### src/rtl/bictr_onehot_encode_pkg.sv
// Shared constants for the one-hot count re-encoder: FSM states, delta classes
// and the decoded-bus width helper.
package bictr_enc_pkg;

    localparam logic [0:0] ST_EMPTY = 1'b0;
    localparam logic [0:0] ST_TRACK = 1'b1;

    localparam logic [1:0] DELTA_HOLD = 2'd0;
    localparam logic [1:0] DELTA_UP   = 2'd1;
    localparam logic [1:0] DELTA_DN   = 2'd2;
    localparam logic [1:0] DELTA_JUMP = 2'd3;

    function automatic int calc_dec_w(input int width);
        return 1 << width;
    endfunction

endpackage

### src/rtl/bictr_onehot_encode_if.sv
// Bus between a decoded-count source (master) and the re-encoder (slave).
interface bictr_onehot_encode_if
    import bictr_enc_pkg::*;
#(
    parameter int WIDTH = 8,
    parameter int ERR_W = 8
) ();
    localparam int DEC_W = calc_dec_w(WIDTH);

    logic             sample_en;
    logic             clr_err;
    logic [DEC_W-1:0] dec_in;
    logic [WIDTH-1:0] count_bin;
    logic             count_vld;
    logic             step_up;
    logic             step_dn;
    logic             wrap;
    logic             jump;
    logic             onehot_err;
    logic             err_sticky;
    logic [ERR_W-1:0] err_cnt;

    modport master (
        output sample_en, clr_err, dec_in,
        input  count_bin, count_vld, step_up, step_dn, wrap, jump,
               onehot_err, err_sticky, err_cnt
    );

    modport slave (
        input  sample_en, clr_err, dec_in,
        output count_bin, count_vld, step_up, step_dn, wrap, jump,
               onehot_err, err_sticky, err_cnt
    );
endinterface

### src/rtl/bictr_onehot_encode_onehot_enc.sv
// Combinational one-hot to binary encoder with a zero/multi-hot detection tree.
module onehot_enc
    import bictr_enc_pkg::*;
#(
    parameter int WIDTH = 8
) (
    input  logic [calc_dec_w(WIDTH)-1:0] i_dec_in,
    output logic [WIDTH-1:0]             o_idx,
    output logic                         o_legal
);
    localparam int DEC_W = calc_dec_w(WIDTH);

    // Each output bit ORs together the inputs whose index has that bit set.
    always_comb begin
        o_idx = '0;
        for (int i = 0; i < DEC_W; i++) begin
            if (i_dec_in[i]) begin
                o_idx = o_idx | i[WIDTH-1:0];
            end
        end
    end

    // Level gl halves the node count; a node is "multi" when both halves saw a bit.
    genvar gl, gi;
    generate
        for (gl = 0; gl <= WIDTH; gl++) begin : g_lvl
            localparam int N = DEC_W >> gl;
            logic [N-1:0] w_any;
            logic [N-1:0] w_multi;
            if (gl == 0) begin : g_leaf
                assign w_any   = i_dec_in;
                assign w_multi = '0;
            end else begin : g_node
                for (gi = 0; gi < N; gi++) begin : g_n
                    assign w_any[gi]   = g_lvl[gl-1].w_any[2*gi] | g_lvl[gl-1].w_any[2*gi+1];
                    assign w_multi[gi] = g_lvl[gl-1].w_multi[2*gi] | g_lvl[gl-1].w_multi[2*gi+1]
                                       | (g_lvl[gl-1].w_any[2*gi] & g_lvl[gl-1].w_any[2*gi+1]);
                end
            end
        end
    endgenerate

    assign o_legal = g_lvl[WIDTH].w_any[0] & ~g_lvl[WIDTH].w_multi[0];

endmodule

### src/rtl/bictr_onehot_encode.sv
// Re-encodes a one-hot count bus to binary, classifies each step against the
// previous value and keeps a saturating count of illegal samples.
module bictr_onehot_encode
    import bictr_enc_pkg::*;
#(
    parameter int WIDTH = 8,
    parameter int ERR_W = 8
) (
    input  logic                 clk,
    input  logic                 rst_n,
    bictr_onehot_encode_if.slave bus
);
    localparam int DEC_W = calc_dec_w(WIDTH);

    logic [WIDTH-1:0] w_idx;
    logic             w_legal;
    logic [WIDTH-1:0] w_diff;
    logic [1:0]       w_delta;

    logic [0:0]       r_state;
    logic [WIDTH-1:0] r_count_bin;
    logic             r_count_vld;
    logic             r_step_up;
    logic             r_step_dn;
    logic             r_wrap;
    logic             r_jump;
    logic             r_onehot_err;
    logic             r_err_sticky;
    logic [ERR_W-1:0] r_err_cnt;

    logic [0:0]       w_state_next;
    logic [WIDTH-1:0] w_count_bin_next;
    logic             w_count_vld_next;
    logic             w_step_up_next;
    logic             w_step_dn_next;
    logic             w_wrap_next;
    logic             w_jump_next;
    logic             w_onehot_err_next;
    logic             w_err_sticky_next;
    logic [ERR_W-1:0] w_err_cnt_next;

    onehot_enc #(.WIDTH(WIDTH)) u_enc (
        .i_dec_in (bus.dec_in),
        .o_idx    (w_idx),
        .o_legal  (w_legal)
    );

    // Modular difference: the WIDTH-bit subtraction wraps exactly like the counter.
    assign w_diff = w_idx - r_count_bin;

    always_comb begin
        if (w_diff == '0)
            w_delta = DELTA_HOLD;
        else if (w_diff == WIDTH'(1))
            w_delta = DELTA_UP;
        else if (w_diff == {WIDTH{1'b1}})
            w_delta = DELTA_DN;
        else
            w_delta = DELTA_JUMP;
    end

    always_comb begin
        w_state_next      = r_state;
        w_count_bin_next  = r_count_bin;
        w_count_vld_next  = r_count_vld;
        w_step_up_next    = 1'b0;
        w_step_dn_next    = 1'b0;
        w_wrap_next       = 1'b0;
        w_jump_next       = 1'b0;
        w_onehot_err_next = 1'b0;
        if (bus.sample_en) begin
            if (!w_legal) begin
                w_onehot_err_next = 1'b1;
            end else if (r_state == ST_EMPTY) begin
                w_count_bin_next = w_idx;
                w_count_vld_next = 1'b1;
                w_state_next     = ST_TRACK;
            end else begin
                w_count_bin_next = w_idx;
                w_step_up_next   = (w_delta == DELTA_UP);
                w_step_dn_next   = (w_delta == DELTA_DN);
                w_jump_next      = (w_delta == DELTA_JUMP);
                w_wrap_next      = ((w_delta == DELTA_UP) && (r_count_bin == {WIDTH{1'b1}}))
                                 || ((w_delta == DELTA_DN) && (r_count_bin == '0));
            end
        end
    end

    // Clear wins over a coincident error; the error pulse itself is unaffected.
    always_comb begin
        w_err_cnt_next    = r_err_cnt;
        w_err_sticky_next = r_err_sticky;
        if (bus.clr_err) begin
            w_err_cnt_next    = '0;
            w_err_sticky_next = 1'b0;
        end else if (w_onehot_err_next) begin
            w_err_sticky_next = 1'b1;
            if (r_err_cnt != {ERR_W{1'b1}})
                w_err_cnt_next = r_err_cnt + ERR_W'(1);
        end
    end

    always_ff @(posedge clk or negedge rst_n) begin
        if (!rst_n) begin
            r_state      <= ST_EMPTY;
            r_count_bin  <= '0;
            r_count_vld  <= 1'b0;
            r_step_up    <= 1'b0;
            r_step_dn    <= 1'b0;
            r_wrap       <= 1'b0;
            r_jump       <= 1'b0;
            r_onehot_err <= 1'b0;
            r_err_sticky <= 1'b0;
            r_err_cnt    <= '0;
        end else begin
            r_state      <= w_state_next;
            r_count_bin  <= w_count_bin_next;
            r_count_vld  <= w_count_vld_next;
            r_step_up    <= w_step_up_next;
            r_step_dn    <= w_step_dn_next;
            r_wrap       <= w_wrap_next;
            r_jump       <= w_jump_next;
            r_onehot_err <= w_onehot_err_next;
            r_err_sticky <= w_err_sticky_next;
            r_err_cnt    <= w_err_cnt_next;
        end
    end

    assign bus.count_bin  = r_count_bin;
    assign bus.count_vld  = r_count_vld;
    assign bus.step_up    = r_step_up;
    assign bus.step_dn    = r_step_dn;
    assign bus.wrap       = r_wrap;
    assign bus.jump       = r_jump;
    assign bus.onehot_err = r_onehot_err;
    assign bus.err_sticky = r_err_sticky;
    assign bus.err_cnt    = r_err_cnt;

endmodule

### src/flat_wrapper.sv
// flat-port wrapper written by rule: the top's interface ports become plain ports
module bictr_onehot_encode_flat import bictr_enc_pkg::*;
#(
    parameter int WIDTH = 8,
    parameter int ERR_W = 8
)
  (clk, rst_n, bus_sample_en, bus_clr_err, bus_dec_in, bus_count_bin, bus_count_vld, bus_step_up, bus_step_dn, bus_wrap, bus_jump, bus_onehot_err, bus_err_sticky, bus_err_cnt);
  bictr_onehot_encode_if #(.WIDTH(WIDTH), .ERR_W(ERR_W)) bus_i ();
  input  logic clk;
  input  logic rst_n;
  input wire logic [$bits(bus_i.sample_en)-1:0] bus_sample_en;
  input wire logic [$bits(bus_i.clr_err)-1:0] bus_clr_err;
  input wire logic [$bits(bus_i.dec_in)-1:0] bus_dec_in;
  output wire logic [$bits(bus_i.count_bin)-1:0] bus_count_bin;
  output wire logic [$bits(bus_i.count_vld)-1:0] bus_count_vld;
  output wire logic [$bits(bus_i.step_up)-1:0] bus_step_up;
  output wire logic [$bits(bus_i.step_dn)-1:0] bus_step_dn;
  output wire logic [$bits(bus_i.wrap)-1:0] bus_wrap;
  output wire logic [$bits(bus_i.jump)-1:0] bus_jump;
  output wire logic [$bits(bus_i.onehot_err)-1:0] bus_onehot_err;
  output wire logic [$bits(bus_i.err_sticky)-1:0] bus_err_sticky;
  output wire logic [$bits(bus_i.err_cnt)-1:0] bus_err_cnt;
  assign bus_i.sample_en = bus_sample_en;
  assign bus_i.clr_err = bus_clr_err;
  assign bus_i.dec_in = bus_dec_in;
  assign bus_count_bin = bus_i.count_bin;
  assign bus_count_vld = bus_i.count_vld;
  assign bus_step_up = bus_i.step_up;
  assign bus_step_dn = bus_i.step_dn;
  assign bus_wrap = bus_i.wrap;
  assign bus_jump = bus_i.jump;
  assign bus_onehot_err = bus_i.onehot_err;
  assign bus_err_sticky = bus_i.err_sticky;
  assign bus_err_cnt = bus_i.err_cnt;
  bictr_onehot_encode #(.WIDTH(WIDTH), .ERR_W(ERR_W)) u_core (.clk(clk), .rst_n(rst_n), .bus(bus_i));
endmodule
### config.mk
export PLATFORM = sky130hd
export DESIGN_NAME = bictr_onehot_encode_flat
export DESIGN_NICKNAME = d
export VERILOG_FILES = /design/src/rtl/bictr_onehot_encode_pkg.sv /design/src/rtl/bictr_onehot_encode_if.sv /design/src/rtl/bictr_onehot_encode_onehot_enc.sv /design/src/rtl/bictr_onehot_encode.sv /design/src/flat_wrapper.sv
export SDC_FILE = /design/constraint.sdc
export NUM_CORES = 1
export LEC_CHECK = 0
export BUFFER_PORTS_ARGS = -buffer_cell sky130_fd_sc_hd__buf_2
export CELL_PAD_IN_SITES_DETAIL_PLACEMENT = 1
export CELL_PAD_IN_SITES_GLOBAL_PLACEMENT = 1
export CORE_MARGIN = 2
export CORE_UTILIZATION = 33
export DETAILED_ROUTE_END_ITERATION = 7
export PLACE_DENSITY = 0.93
export SLEW_MARGIN = 20
export SYNTH_ARGS = -nofsm -noshare
export SYNTH_HDL_FRONTEND = slang
export SYNTH_SLANG_ARGS = --single-unit
### constraint.sdc
create_clock -name clk -period 6.06 [get_ports clk]
set_input_delay 0 -clock clk [delete_from_list [all_inputs] [get_ports clk]]
set_output_delay 0 -clock clk [all_outputs]
set_load 0.005 [all_outputs]
==> flow_summary.ini <==
[global_routing]
grt_pass1_wl_um = 56300
antenna_found_initial = 5
grt_max_degree = 25
grt_pass1_vias = 8171
grt_overflow = 0
grtUsageTotal_pct = 53.3

[timing]
rsz0062_at_grt = no
fmax_ghz = 0.243
hold_viol = 0
tightest_slew_ns = 1.13
tns_ns = 0
fin_skew_ns = 0.00151
drv_slew = 0
hold_ws_ns = 0.0409
setup_viol = 0
finalCritPeriodShare_pct = 68.0
setup_ws_ns = 1.94
fin_crit_ns = 4.12
slew_headroom_pct = 24.0

[layout]
layout-drive-gt1-share_pct = 38.2
n_fill_cell = 1847
synthToLayoutAreaGrowth_pct = 38.4
nets = 1157
finalInstanceArea_mm2 = 0.00638

[setup_path]
r2r_slack_ns = 3.32
r2r_end = u_core.bus.jump
r2r_start = u_core.bus.count_bin[0]
crit_slowest_cell = nor4_1
startpoint_type = primary input
cp.arrival_ns = 4.27
crit_type = primary input to register
crit_end = u_core.bus.jump
slowest_delay_ns = 0.94
crit_chain = buf_2 > nor4_1 > nand4_1 > nor4_1 > nand4_1 > or4_1 > ha_1 > nor2b_1 > o21ai_0 > nand2_1 > a21o_1 > a21oi_1 > xnor2_1 > nor4_1 > nand2_1 > nor3b_2
path_max_fanout = 4
cp-end-kind = register
worstPathRequired_ns = 6.21
crit_path_frequent_cell = nor4_1
ff2ff_path_depth = 11
critPathLaunch = bus_dec_in[30]

[floorplan]
start_util_pct = 33.4
die_w_um = 122
ios = 283
dieHeight_um = 122
fp-row-count = 43
fp.coreArea_mm2 = 0.0138
die_area_mm2 = 0.0149

[synth]
synth_edf_count = 0
synth_area_mm2 = 0.00461
synth_mux_area_share_pct = 0.788
synth_area_leaders = nor4_1, dfrtp_1, o22ai_1
synth_top_area_share_pct = 15.8
synth_seq_area_share_pct = 13.0
yosys_register_bits = 24
yosys.area_share.xor_xnor_pct = 1.33
synth_compound_area_share_pct = 30.4
yosysWarnings = 0
synth_nets = 869
ys_async_sr_fraction_pct = 100
synth-simple-area-share_pct = 50.4
synth_area_leader_cell = nor4_1
synth_fa_ha_area_share_pct = 2.61
synth_top_family_by_area = simple AND/OR/NAND/NOR gates
ys_types = 59
synthCells = 600
synth-main-ff-cell = dfrtp_1
postSynthAreaPerCell_um2 = 7.68

[placement]
place_area_mm2 = 0.00624
pre_cts_ws_ns = 1.86
dp_hpwl_um = 35100
gp_congestion = 1.19
portBuffers = 282

[clock_network]
clock_sinks = 24
cts_buffer_depth = 2
clk_latency_ns = 0.26
cts_setup_buffers = 0
cts_root_buf = clkbuf_16
htreeDepth = 1
cts_made_buffers = 3
cts_tree = done
cts.reportedPaths.clkPinSlew_ns = 0.07

[routing]
wl_per_cell_um = 38.3
firstDrtPassIters = 5
vias = 8351
routed_wl_um = 41000
viasPerCell = 7.79
post-route-drc-count = 0
drtIter0Drc = 1312
drtAntennaViolNets = 0

[power]
total_power_mw = 0.745
power_density_mw_per_mm2 = 117
leakage_nw = 2.35
max-vdd-ir-drop_uv = 107

[hold_path]
hold_start = bus_clr_err
hold_class = primary input to register
min_path_cells = 2

[flow_run]
drv_cap = 0

[outcome]
outcome = complete, no violations
## metal layers
layer  global-route usage (%)  wire (µm)  share of wire, %
met5                        0         13             0.032
met4                     41.4       4170                10
met2                     82.1      17200                42
met1                     59.8      13700                33
met3                     19.0       5920                14
## cells in the final DEF, fill, tap and decap left out, drive strengths merged, types with 14 or more instances in the layout
cell type | netlist | layout
nand3 | 16 | 16
dfrtp | 24 | 24
nand2 | 45 | 45
nor4 | 147 | 147
nand4 | 69 | 69
o21ai | 19 | 19
a22oi | 47 | 47
nor2 | 27 | 27
buf | 2 | 285
o22ai | 76 | 76
a21oi | 14 | 14
## flip-flops by register name, summed over array words and instances (netlist names)
register               count
u_core.bus.count_bin       8
u_core.bus.err_cnt         8
u_core.bus.count_vld       1
u_core.bus.err_sticky      1
u_core.bus.jump            1
u_core.bus.onehot_err      1
u_core.bus.step_dn         1
u_core.bus.step_up         1
u_core.bus.wrap            1
u_core.r_state             1
## how the worst min path moves through the flow
| stage | slack, ns | end |
|---|---|---|
| after detailed placement | 0.02 | u_core.bus.count_bin[1] |
| after CTS | 0.03 | u_core.bus.err_cnt[6] |
| after global routing | 0.04 | u_core.bus.err_cnt[6] |
| after global placement | 0.003 | u_core.bus.count_bin[1] |
| final | 0.04 | u_core.bus.err_cnt[6] |
| after floorplan | -0.30 | u_core.bus.count_bin[0] |
## cell families after synthesis
| logic type | count (synthesis) |
|---|---|
| xor+xnor | 7 |
| simple gates | 344 |
| compound gates | 200 |
| buf+inv | 13 |
| flops | 24 |
| mux | 3 |
| fa+ha+maj | 9 |
## critical path, delay by kind of cell
kind                     cells  cell delay, ns
XOR/XNOR                     1            0.12
adder cells (fa/ha/maj)      1            0.35
AO/OA/AOI/OAI                3            0.60
buffers and inverters        1            0.12
AND/OR/NAND/NOR             10            3.09
## final cells by class
cell class | instances | area (µm²) | area share [%]
multi-input combinational | 563 | 3950 | 62.0
timing repair buffer | 286 | 1440 | 22.6
sequential | 24 | 601 | 9.42
tap | 180 | 225 | 3.53
clock buffer | 3 | 75.1 | 1.18
inverter | 10 | 37.5 | 0.589
clock inverter | 1 | 30.0 | 0.471
antenna | 5 | 12.5 | 0.196
## synthesized netlist by cell type, drive strengths merged, types with 2 or more instances
cell	instances
a2111oi	3
a21o	2
a21oi	14
a221oi	13
a22o	13
a22oi	47
and2	2
and3	3
buf	2
dfrtp	24
ha	8
inv	10
mux2	2
nand2	45
nand2b	2
nand3	16
nand4	69
nor2	27
nor2b	2
nor3	12
nor3b	2
nor4	147
o2111ai	5
o21a	3
o21ai	19
o22ai	76
or2	2
or3	7
or4	5
xnor2	5
xor2	2
## where the power goes
part | total, mW | switching [mW] | internal [mW]
clock | 0.196 | 0.0642 | 0.132
sequential | 0.164 | 0.00218 | 0.162
combinational | 0.384 | 0.266 | 0.119
total | 0.745 | 0.332 | 0.412
## per-stage QoR
| step | util [%] | cells |
|---|---|---|
| CTS | 46.2 | 1067 |
| global route | 46.2 | 1068 |
| global placement | 45.3 | 1062 |
| detailed placement | 45.3 | 1062 |
| finish | 46.3 | 1072 |
| floorplan | - | 600 |
## what timing repair did
item	4_1_cts	5_1_grt
hold endpoints to repair	24	0
resized for setup	0	0
hold buffers	1	0
endpoints found under the setup margin	0	0
Power figures use the tool's default switching activity.
